File: src/rtl/sw_gesture.sv
// Gesture classifier: turns a debounced press level into single/double/long/repeat pulses.
// Latency: every output is registered and asserts one cycle after the edge that makes the decision.
// Backpressure: none. Events are one-cycle pulses and are never queued.
module sw_gesture #(
   parameter int p_long   = 8,
   parameter int p_gap    = 4,
   parameter int p_repeat = 3
) (
   input  logic i_clk,
   input  logic i_rst,
   input  logic i_en,
   input  logic i_press,
   output logic o_single,
   output logic o_double,
   output logic o_long,
   output logic o_repeat,
   output logic o_busy
);

   // The shared counter must reach the largest of the three terminal counts.
   localparam int MAX_LG = (p_long > p_gap) ? p_long : p_gap;
   localparam int MAX_P  = (MAX_LG > p_repeat) ? MAX_LG : p_repeat;
   localparam int CW     = $clog2(MAX_P + 1);

   localparam logic [CW-1:0] LONG_LAST = CW'(p_long - 1);
   localparam logic [CW-1:0] GAP_LAST  = CW'(p_gap - 1);
   localparam logic [CW-1:0] REP_LAST  = CW'((p_repeat == 0) ? 0 : p_repeat - 1);

   localparam logic [2:0] S_IDLE     = 3'd0;
   localparam logic [2:0] S_PRESS1   = 3'd1;
   localparam logic [2:0] S_GAP      = 3'd2;
   localparam logic [2:0] S_LONG     = 3'd3;
   localparam logic [2:0] S_WAIT_REL = 3'd4;

   logic [2:0]    state, state_n;
   logic [CW-1:0] cnt, cnt_n;
   logic          r_prev;
   logic          ev_single, ev_double, ev_long, ev_repeat;

   // Next-state, counter and event decode; disable overrides everything.
   always_comb begin
      state_n   = state;
      cnt_n     = cnt;
      ev_single = 1'b0;
      ev_double = 1'b0;
      ev_long   = 1'b0;
      ev_repeat = 1'b0;
      if (!i_en) begin
         state_n = S_IDLE;
         cnt_n   = '0;
      end else begin
         case (state)
            S_IDLE: begin
               // Only a genuine rise starts a gesture, so a level held across
               // reset or a disable window is ignored until released.
               if (i_press && !r_prev) begin
                  state_n = S_PRESS1;
                  cnt_n   = '0;
               end
            end
            S_PRESS1: begin
               if (i_press) begin
                  if (cnt == LONG_LAST) begin
                     ev_long = 1'b1;
                     state_n = S_LONG;
                     cnt_n   = '0;
                  end else begin
                     cnt_n = cnt + 1'b1;
                  end
               end else begin
                  state_n = S_GAP;
                  cnt_n   = '0;
               end
            end
            S_GAP: begin
               if (i_press) begin
                  ev_double = 1'b1;
                  state_n   = S_WAIT_REL;
                  cnt_n     = '0;
               end else if (cnt == GAP_LAST) begin
                  ev_single = 1'b1;
                  state_n   = S_IDLE;
                  cnt_n     = '0;
               end else begin
                  cnt_n = cnt + 1'b1;
               end
            end
            S_LONG: begin
               if (!i_press) begin
                  state_n = S_IDLE;
                  cnt_n   = '0;
               end else if (p_repeat != 0) begin
                  if (cnt == REP_LAST) begin
                     ev_repeat = 1'b1;
                     cnt_n     = '0;
                  end else begin
                     cnt_n = cnt + 1'b1;
                  end
               end else begin
                  // Repeat disabled: keep the counter parked.
                  cnt_n = '0;
               end
            end
            S_WAIT_REL: begin
               // The second press of a double click produces nothing more,
               // however long it is held.
               if (!i_press) begin
                  state_n = S_IDLE;
                  cnt_n   = '0;
               end
            end
            default: begin
               state_n = S_IDLE;
               cnt_n   = '0;
            end
         endcase
      end
   end

   // State, counter, press history and registered outputs.
   always_ff @(posedge i_clk or negedge i_rst) begin
      if (!i_rst) begin
         state    <= S_IDLE;
         cnt      <= '0;
         r_prev   <= 1'b1;
         o_single <= 1'b0;
         o_double <= 1'b0;
         o_long   <= 1'b0;
         o_repeat <= 1'b0;
         o_busy   <= 1'b0;
      end else begin
         state    <= state_n;
         cnt      <= cnt_n;
         r_prev   <= i_press;
         o_single <= ev_single;
         o_double <= ev_double;
         o_long   <= ev_long;
         o_repeat <= ev_repeat;
         o_busy   <= (state_n != S_IDLE);
      end
   end

endmodule
File: config.mk
export PLATFORM = sky130hd
export DESIGN_NAME = sw_gesture
export DESIGN_NICKNAME = d
export VERILOG_FILES = /design/src/rtl/sw_gesture.sv
export SDC_FILE = /design/constraint.sdc
export NUM_CORES = 1
export LEC_CHECK = 0
export CORE_UTILIZATION = 49
export CTS_CLUSTER_SIZE = 24
export DETAILED_ROUTE_END_ITERATION = 7
export HOLD_SLACK_MARGIN = 0.1
export PLACE_DENSITY = 0.75
export SLEW_MARGIN = 5
export SYNTH_ARGS = -nofsm -noshare
export SYNTH_HDL_FRONTEND = slang
export SYNTH_SLANG_ARGS = --single-unit
export TNS_END_PERCENT = 30
File: constraint.sdc
create_clock -name i_clk -period 1.9 [get_ports i_clk]
set_input_delay 0.57 -clock i_clk [delete_from_list [all_inputs] [get_ports i_clk]]
set_output_delay 0.57 -clock i_clk [all_outputs]
set_load 0.01 [all_outputs]
==> impl_metrics.py <==
metrics = {
    "pwr": {
        "clkPwrFrac": 0.332,
        "power.total_mw": 0.527,
        "p_sw_mw": 0.129,
        "p_int_mw": 0.397,
        "power_density_nw_per_um2": 573,
        "swShare": 0.245,
        "p_leak_nw": 0.403,
        "p_comb_frac": 0.121,
        "vdd_drop_max_uv": 436,
        "power_frac_seq": 0.547,
    },
    "floorplan": {
        "die_y_um": 40.6,
        "die_area_sq_um": 1650,
        "ioPinCount": 9,
        "start_util": 0.541,
        "die_x_um": 40.6,
        "core_area_sq_um": 1350,
        "rows": 13,
    },
    "detailed_routing": {
        "first_pass_iters": 4,
        "ant_nets": 0,
        "drt-wirelength-per-cell_um": 14.3,
        "vias": 600,
        "finalWirelength_um": 1480,
        "drc": 0,
        "drt_iter0_markers": 16,
        "via_per_inst": 5.83,
    },
    "final_layout": {
        "num_antenna_cells": 0,
        "area_delta_synth_final_pct": 25.9,
        "nFillCells": 110,
        "multiInputGateArea_sq_um": 364,
        "seq_area_sq_um": 327,
        "fin_area_sq_um": 920,
        "drive_gt1_frac": 0.284,
        "nets": 95,
        "fin_util": 0.681,
    },
    "setup_path": {
        "worstPathMaxFanout": 5,
        "cp-start-kind": "flop",
        "crit_buf_inv": 1,
        "end_kind": "flop",
        "max_stage_delay_ps": 420,
        "cpMaxStageDelayCell": "dfrtp_1",
        "cpLargestDelayFamily": "simple AND/OR/NAND/NOR gates",
        "worstSetupPathType": "reg -> reg",
        "cp_cell_sequence": "inv_1 > ha_2 > or3b_4 > a222oi_1 > or2_1 > o211ai_1",
        "crit_arrival_ps": 2060,
        "required_ps": 2060,
    },
    "sta": {
        "maxClockFrequency_mhz": 525,
        "post-route-period-util": 1.00,
        "setup-violations-final": 1,
        "rsz0062_at_grt": "yes",
        "fin_skew_ps": 1.34,
        "drv_slew": 0,
        "relSlewSlack": 0.782,
        "postLayoutSetupSlackWorst_ps": -4.08,
        "fin_hold_ws_ps": 540,
        "hold_violations": 0,
        "tightestPinTransition_ps": 327,
        "timing.final.crit_period_ps": 1900,
    },
    "global_route": {
        "grt_max_degree": 14,
        "track_usage": 0.217,
        "grt_pass1_vias": 518,
        "grt.overflow.total": 0,
        "grt_pass1_wl_um": 2340,
        "antenna_found_initial": 0,
    },
    "clocking": {
        "htreeDepth": 1,
        "cts-root-buf": "clkbuf_4",
        "cts_buffers": 3,
        "cts.sinks": 13,
        "clock_insertion_delay_worst_skew_ps": 280,
        "postCtsHoldBufs": 0,
        "cts_buffer_depth": 2,
        "clk_pin_slew_ps": 80,
        "cts_tree": "yes",
    },
    "flow_run": {
        "drv_cap": 0,
    },
    "placed_design": {
        "dpl_cell_area_sq_um": 892,
        "gp_congestion": 0.753,
        "io_buffer_count": 8,
        "hpwl_um": 1070,
    },
    "logic_synthesis": {
        "netlist_instances": 67,
        "synth_seq_cells": 13,
        "synth_edf_count": 0,
        "synth_cell_types": 37,
        "yosysWarnings": 0,
        "synthArstFlopShare": 1.00,
        "synthesis.nets": 73,
        "synth-main-ff-cell": "dfrtp_1",
        "avgSynthCellArea_sq_um": 10.9,
        "synth_area_sq_um": 731,
        "yosysSeqAreaShare": 0.447,
    },
    "worst_hold_path": {
        "hp-class": "reg -> reg",
    },
    "status": {
        "failed_checks": "negative setup slack",
        "status": "complete, but fails checks",
    },
}
## per-stage QoR
step                      setup WS, ps  instances  setup TNS, ps
final                            -4.08        103          -4.08
after global routing             -93.0        103           -227
after CTS                        0.622        103              0
after detailed placement          -298         99          -1180
after global placement            -252         99          -1030
after floorplan                    154         67              0
## worst register-to-register path: stages, from the launching register on
cell      delay, ps
dfrtp_1         420
inv_1            80
ha_2            180
or3b_4          390
a222oi_1        380
or2_1           220
o211ai_1        110
## placed cells by master (no fill, tap or decap), types with 2 or more instances in the layout
cell type and n:
nor4b_1 2, nand2b_1 2, o21ai_0 2, dfrtp_1 12, nor3b_1 3, nand2_1 5, clkbuf_4 3, a21oi_1 2
nand3b_1 2, o21ai_1 2, inv_1 2, or2_2 2, nor2_1 4, buf_4 13, clkdlybuf4s50_1 7
## layout make-up
class,instances,share of cell area
inverter,2,0.00816
multi-input combinational,48,0.396
clock buffer,4,0.0286
timing repair buffer,21,0.192
tap,15,0.0204
sequential,13,0.355
## power by group through the flow
stage          clock [mW]  sequential (mW)  combinational (mW)
3_5_place_dp            0            0.293              0.0640
2_1_floorplan           0            0.291              0.0310
6_report            0.175            0.288              0.0639
3_3_place_gp            0            0.293              0.0631
4_1_cts             0.178            0.288              0.0639
5_1_grt             0.195            0.289              0.0703
## metal layers
| metal | vias up | global-route usage | routed length [um] |
|---|---|---|---|
| met5 | - | 0 | 0 |
| met4 | 0 | 0.0500 | 22 |
| met3 | 2 | 0.0652 | 90 |
| met2 | 25 | 0.325 | 640 |
| met1 | 284 | 0.303 | 725 |
| li1 | 289 | - | - |
## flip-flops by register name, summed over array words and instances (netlist names)
signal    flops
cnt           4
o_busy        1
o_double      1
o_long        1
o_repeat      1
o_single      1
r_prev        1
state         3
## what timing repair did
item                                    4_1_cts  5_1_grt
gates cloned                                  0        0
pin swaps                                     2        3
gates resized for setup                       1        1
buffers inserted                              0        0
endpoints found under the setup margin        2        4
## worst paths after layout
check	startpoint	slack, ps	endpoint	depth (start not counted)
worst max register to register	cnt[0]	-4	cnt[3]	6
min in group asynchronous	i_rst	600	cnt[2]	2
worst min-delay path	cnt[0]	540	cnt[0]	1
worst min register to register	cnt[0]	540	cnt[0]	1
max in group asynchronous	i_rst	1070	r_prev	2
worst max-delay path	cnt[0]	-4	cnt[3]	6
## Yosys cell counts, types with 2 or more instances
cell type,count,share of area
nor2_1,4,0.021
ha_1,2,0.034
nand2b_1,2,0.017
nand2_1,5,0.026
nand3b_1,2,0.021
o21ai_1,2,0.014
o21ai_0,2,0.014
a21oi_1,2,0.014
or2_2,2,0.017
nor4b_1,2,0.024
buf_6,2,0.031
inv_1,2,0.010
nor3b_1,3,0.031
dfrtp_1,12,0.41
## cells by family (layout without fill, tap and decap cells)
| logic type | Yosys count | after routing | synth area share |
|---|---|---|---|
| AO/OA/AOI/OAI | 13 | 13 | 0.139 |
| XOR/XNOR | 1 | 1 | 0.0120 |
| adder cells (fa/ha/maj) | 2 | 2 | 0.0342 |
| buffers and inverters | 6 | 27 | 0.0582 |
| flip-flops | 13 | 13 | 0.447 |
| AND/OR/NAND/NOR | 32 | 32 | 0.310 |
Note: power is estimated with default switching activity, not from simulation.
